<file path="src/rtl/usb_flash_upload_sequencer.sv">
// rtl/usb_flash_upload_sequencer.sv - DFU UPLOAD read sequencer: flash bridge -> FIFO -> USB IN
// Optional pop-side byte checksum enabled by defining USB_UPLOAD_CHECKSUM_EN.
module usb_flash_upload_sequencer #(
    parameter int DEPTH  = 8,
    parameter int LENGTH = 64
) (
    input  logic        clk,
    input  logic        reset,
    input  logic        start,
    input  logic        abort,
    input  logic [15:0] blk_num,
    output logic [15:0] flash_addr,
    input  logic        flash_busy,
    output logic        rd_request,
    output logic        rd_data_free,
    input  logic        rd_data_put,
    input  logic [7:0]  rd_data,
    output logic        in_data_avail,
    input  logic        in_data_get,
    output logic [7:0]  in_data,
    output logic        active,
    output logic        done,
    output logic [7:0]  checksum
);

    localparam int PW = (DEPTH > 1) ? $clog2(DEPTH) : 1;
    localparam int CW = PW + 1;
    localparam logic [15:0]   LEN      = 16'(LENGTH);
    localparam logic [15:0]   LEN_LAST = 16'(LENGTH - 1);
    localparam logic [CW-1:0] FULL     = CW'(DEPTH);

    typedef enum logic [1:0] {
        S_IDLE  = 2'd0,
        S_WAIT  = 2'd1,
        S_FETCH = 2'd2,
        S_DRAIN = 2'd3
    } state_t;

    state_t state;
    state_t state_nxt;

    logic [7:0]    mem [DEPTH];
    logic [PW-1:0] wr_ptr;
    logic [PW-1:0] rd_ptr;
    logic [CW-1:0] fifo_cnt;
    logic [15:0]   rx_cnt;
    logic [15:0]   tx_cnt;
    logic [15:0]   addr_q;
    logic          done_q;

    logic start_ok;
    logic push;
    logic pop;
    logic last_put;
    logic last_pop;

    // Abort outranks everything, so it masks the FIFO strobes as well as start.
    assign start_ok = (state == S_IDLE) && start && !abort;
    assign push     = rd_data_put && (state == S_FETCH) && (fifo_cnt < FULL) && !abort;
    assign pop      = in_data_get && (fifo_cnt != '0) && !abort;
    assign last_put = push && (rx_cnt == LEN_LAST);
    assign last_pop = pop && (state == S_DRAIN) && (tx_cnt == LEN_LAST);

    always_ff @(posedge clk) begin
        if (reset) begin
            state <= S_IDLE;
        end else begin
            state <= state_nxt;
        end
    end

    // Leaving FETCH on the last put itself drops rd_request the cycle after that byte lands.
    always_comb begin
        state_nxt = state;
        if (abort) begin
            state_nxt = S_IDLE;
        end else begin
            case (state)
                S_IDLE:  if (start)       state_nxt = S_WAIT;
                S_WAIT:  if (!flash_busy) state_nxt = S_FETCH;
                S_FETCH: if (last_put)    state_nxt = S_DRAIN;
                S_DRAIN: if (last_pop)    state_nxt = S_IDLE;
                default:                  state_nxt = S_IDLE;
            endcase
        end
    end

    always_comb begin
        rd_request   = (state == S_FETCH);
        active       = (state != S_IDLE);
        rd_data_free = (state == S_FETCH) && (rx_cnt < LEN) && (fifo_cnt < FULL);
    end

    always_ff @(posedge clk) begin
        if (push) begin
            mem[wr_ptr] <= rd_data;
        end
    end

    always_ff @(posedge clk) begin
        if (reset) begin
            wr_ptr   <= '0;
            rd_ptr   <= '0;
            fifo_cnt <= '0;
            rx_cnt   <= '0;
            tx_cnt   <= '0;
            addr_q   <= '0;
            done_q   <= 1'b0;
        end else begin
            done_q <= last_pop;
            if (abort) begin
                wr_ptr   <= '0;
                rd_ptr   <= '0;
                fifo_cnt <= '0;
            end else if (start_ok) begin
                wr_ptr   <= '0;
                rd_ptr   <= '0;
                fifo_cnt <= '0;
                rx_cnt   <= '0;
                tx_cnt   <= '0;
                addr_q   <= blk_num;
            end else begin
                if (push) begin
                    wr_ptr <= wr_ptr + 1'b1;
                    rx_cnt <= rx_cnt + 16'd1;
                end
                if (pop) begin
                    rd_ptr <= rd_ptr + 1'b1;
                    tx_cnt <= tx_cnt + 16'd1;
                end
                case ({push, pop})
                    2'b10:   fifo_cnt <= fifo_cnt + 1'b1;
                    2'b01:   fifo_cnt <= fifo_cnt - 1'b1;
                    default: fifo_cnt <= fifo_cnt;
                endcase
            end
        end
    end

    assign flash_addr    = addr_q;
    assign in_data_avail = (fifo_cnt != '0);
    assign in_data       = mem[rd_ptr];
    assign done          = done_q;

`ifdef USB_UPLOAD_CHECKSUM_EN
    logic [7:0] sum_q;

    always_ff @(posedge clk) begin
        if (reset || abort || start_ok) begin
            sum_q <= 8'h00;
        end else if (pop) begin
            sum_q <= sum_q + mem[rd_ptr];
        end
    end

    assign checksum = sum_q;
`else
    assign checksum = 8'h00;
`endif

endmodule

</file>
<file path="config.mk">
export PLATFORM = sky130hd
export DESIGN_NAME = usb_flash_upload_sequencer
export DESIGN_NICKNAME = d
export VERILOG_FILES = /design/src/rtl/usb_flash_upload_sequencer.sv
export SDC_FILE = /design/constraint.sdc
export NUM_CORES = 1
export LEC_CHECK = 0
export BUFFER_PORTS_ARGS = -buffer_cell sky130_fd_sc_hd__buf_2
export CAP_MARGIN = 20
export CELL_PAD_IN_SITES_DETAIL_PLACEMENT = 0
export CELL_PAD_IN_SITES_GLOBAL_PLACEMENT = 2
export CORE_AREA = 2 2 116 118
export DETAILED_ROUTE_END_ITERATION = 16
export DIE_AREA = 0 0 118 120
export PLACE_DENSITY_LB_ADDON = 0.1
export SYNTH_ARGS = -nofsm -noshare
export SYNTH_HDL_FRONTEND = slang
export SYNTH_SLANG_ARGS = --single-unit
export TNS_END_PERCENT = 20
</file>
<file path="constraint.sdc">
create_clock -name clk -period 3.7 [get_ports clk]
set_input_delay 0 -clock clk [delete_from_list [all_inputs] [get_ports clk]]
set_output_delay 0 -clock clk [all_outputs]
set_load 0.01 [all_outputs]
</file>
==> out/summary.txt <==
status: complete, no violations
clock sinks: 128
overall global routing resource usage: 16.16%
CORE AREA: 12980 sq um
Worst EP required: 4.03 ns
number of global-route vias before repair: 3498
WS Path Type: flop to flop
ANT cells: 0
Layout fillers: 1173
Worst Skew: 0.008159 ns
FFs w/ async S/R, synth: 0%
Combinational Power Share: 3.7%
CTS tree: built
Setup Viol. Count Final: 0
final instance area: 6564 sq um
switching portion of total power: 20.24%
Remaining DRCs: 0
share of post-route cells with drive strength above 1: 22.92%
busiest layer in global routing: met2
cells resized by post-CTS repair: 0
Post-CTS Hold Buffers: 25
Vias/cell: 4.763
Power Total: 3172 uW
largest net degree at the start of global routing: 33
Fin Setup TNS: 0 ns
Reg2Reg Capture Point: fifo_cnt[2]$_SDFFE_PP0P_
Detailed Routing Iterations Pass 1: 4
crit path time final: 2.730 ns
Final nets: 570
Worst Max-Slew Pin Slew: 0.9160 ns
Clk Latency, worst-skew pair: 0.40 ns
Clk pwr share: 48.9%
gpl congestion: 0.7522
Initial Util: 40.82%
first-pass GRT wire length: 17710 um
row cnt: 42
Die Area: 14160 sq um
Core Util, Final: 50.57%
Crit. End Element: flop
dpl cell area: 5758 sq um
area growth from synthesis to layout: 23.87%
met3 GRT Util: 4.563%
synth unique cells: 43
Cell Area, Synth: 5299 sq um
drt total wl: 10530 um
Setup crit start kind: flop
part of the power in registers: 47.4%
Worst R2R Start: state[0]$_SDFFE_PP0P_
maxcap violations: 0
largest fanout on the critical path: 12
Slew Viols, Final: 0
post-synthesis sequential area ratio: 60.45%
drt wl/cell: 14.68 um
Worst R2R Path Depth: 11
Synth Warn #: 0
hold_sp: reset
post-CTS setup buffer count: 0
Relative slew margins: 38.71%
P_leak: 0.002376 uW
Avg Inst Size Synth: 12.13 sq um
data arrival time of the critical path: 3.06 ns
# port buffers: 59
Routed Antenna Nets: 0
RSZ-0062 raised after global routing: false
Die Ht: 120 um
f_max: 366.3 MHz
R2R Setup Slk: 0.97 ns
# IOs: 68
CTS Buffer Depth: 2
P_sw: 642.2 uW
Hold Fails Final Rpt: 0
Post-synth EDFFs: 64
remaining global-route overflow: 0
cell area power density: 483.3 nW/um^2
grt met2 use: 26.85%
Hold Path Class: input port to flop
worst hold stages: 2
H-tree depth: 4
predominant post-synthesis flop cell: edfxtp_1
Max VDD drop: 0.2677 mV
Initial DRC Count: 210
FF+latch count, synth: 128
Internal Power: 2530 uW
TritonCTS Buffers: 17
Syn Inst Count: 437
via count: 3415
Clk pin slew, worst setup/hold paths: 0.05 ns
Min-Delay Endpoint: flash_addr[13]$_SDFFE_PP0P_
initial antenna violation count: 0
Final period util: 73.78%
Die W: 118 um
met1 Usage GRT: 20.12%
Root Buffer: clkbuf_16
hpwl dp: 6819 um
==> layout make-up <==
class                      instances  area, sq um  share of cell area (%)
clock inverter                    12        118.9                   1.811
timing repair buffer              89        586.8                   8.940
tap                              176        220.2                   3.355
inverter                           8        30.03                  0.4575
multi-input combinational        284         1968                   29.98
sequential                       128         3203                   48.80
clock buffer                      20        436.7                   6.653
==> through the flow <==
step	hold slack (ns)	cells	setup slack [ns]
final	0.01150	717	0.9702
after CTS	0.01291	717	0.9448
after global routing	0.02647	717	0.7069
after global placement	0.2407	659	1.021
after detailed placement	0.2479	660	0.9536
after floorplan	0.09887	444	1.211
==> power groups by stage <==
stage | combinational (uW) | sequential [uW] | clock (uW)
floorplan | 51.2 | 1540 | 0
global placement | 96.7 | 1530 | 0
detailed placement | 99.6 | 1530 | 0
CTS | 119 | 1500 | 1590
global route | 133 | 1500 | 1650
finish | 118 | 1500 | 1550
==> metal layers <==
layer / wire length (um) / part of all wire (%)
met5: 0 / 0
met4: 127 / 1.2
met3: 370 / 3.5
met2: 5211 / 50
met1: 4817 / 46
==> cell usage after synthesis, types with 3 or more instances <==
| library cell | number | area [sq um] |
|---|---|---|
| nand3_1 | 11 | 55.05 |
| xor2_1 | 21 | 183.9 |
| nand2_1 | 55 | 206.5 |
| buf_2 | 3 | 15.01 |
| nor2_1 | 46 | 172.7 |
| ha_1 | 11 | 137.6 |
| mux4_2 | 16 | 360.4 |
| and3_1 | 4 | 25.02 |
| dfxtp_1 | 64 | 1281 |
| inv_1 | 8 | 30.03 |
| or3_1 | 8 | 50.05 |
| nand4_1 | 7 | 43.79 |
| xnor2_1 | 10 | 87.58 |
| clkbuf_1 | 10 | 37.54 |
| mux2_2 | 8 | 90.09 |
| buf_1 | 3 | 11.26 |
| o21ai_0 | 10 | 50.05 |
| nor3_1 | 8 | 40.04 |
| a21oi_1 | 28 | 140.1 |
| mux2i_1 | 5 | 50.05 |
| nand2b_1 | 5 | 31.28 |
| nor4_1 | 5 | 31.28 |
| buf_4 | 8 | 60.06 |
| edfxtp_1 | 64 | 1922 |
==> worst max path at each step <==
| stage | end | cells after the start | startpoint |
|---|---|---|---|
| 2_1_floorplan | fifo_cnt[2]$_SDFFE_PP0P_ | 12 | state[0]$_SDFFE_PP0P_ |
| 3_3_place_gp | fifo_cnt[2]$_SDFFE_PP0P_ | 11 | state[0]$_SDFFE_PP0P_ |
| 3_5_place_dp | fifo_cnt[2]$_SDFFE_PP0P_ | 11 | state[0]$_SDFFE_PP0P_ |
| 4_1_cts | fifo_cnt[2]$_SDFFE_PP0P_ | 11 | state[0]$_SDFFE_PP0P_ |
| 5_1_grt | fifo_cnt[2]$_SDFFE_PP0P_ | 11 | state[0]$_SDFFE_PP0P_ |
| 6_report | fifo_cnt[2]$_SDFFE_PP0P_ | 11 | state[0]$_SDFFE_PP0P_ |
==> logic make-up after synthesis <==
logic type | count (synthesis) | share of synthesized area, %
adder cells (fa/ha/maj) | 11 | 2.597
flip-flops | 128 | 60.45
other | 1 | 0.07077
XOR/XNOR | 31 | 5.124
buffers and inverters | 32 | 2.904
multiplexers | 29 | 9.445
AND/OR/NAND/NOR | 161 | 14.81
AO/OA/AOI/OAI | 44 | 4.605
==> layout by cell type (no fill, tap or decap), drive strengths merged, types with 10 or more instances in the layout <==
cell and count:
a21oi 28, buf 64, clkbuf 20, dfxtp 64
dlygate4sd3 25, edfxtp 64, ha 11, mux4 16
nand2 55, nand3 12, nor2 46, o21ai 11
xnor2 10, xor2 21
==> worst max-delay path, cell delays in order, from the launching register on <==
cell and delay (ns):
dfxtp_1 0.33, inv_1 0.08, ha_1 0.21, and4bb_1 0.53, inv_1 0.15, ha_1 0.32, xor2_1 0.17, ha_1 0.18
a21oi_1 0.14, xor2_1 0.09, or3_1 0.30, a21oi_1 0.13
==> flip-flops by register name, summed over array words and instances, names as in the netlist, named ones only <==
signal	cells
rd_ptr	3
done	1
rx_cnt	16
state	2
flash_addr	16
fifo_cnt	4
wr_ptr	3
tx_cnt	16
mem	64
(Power assumes the default switching activity.)
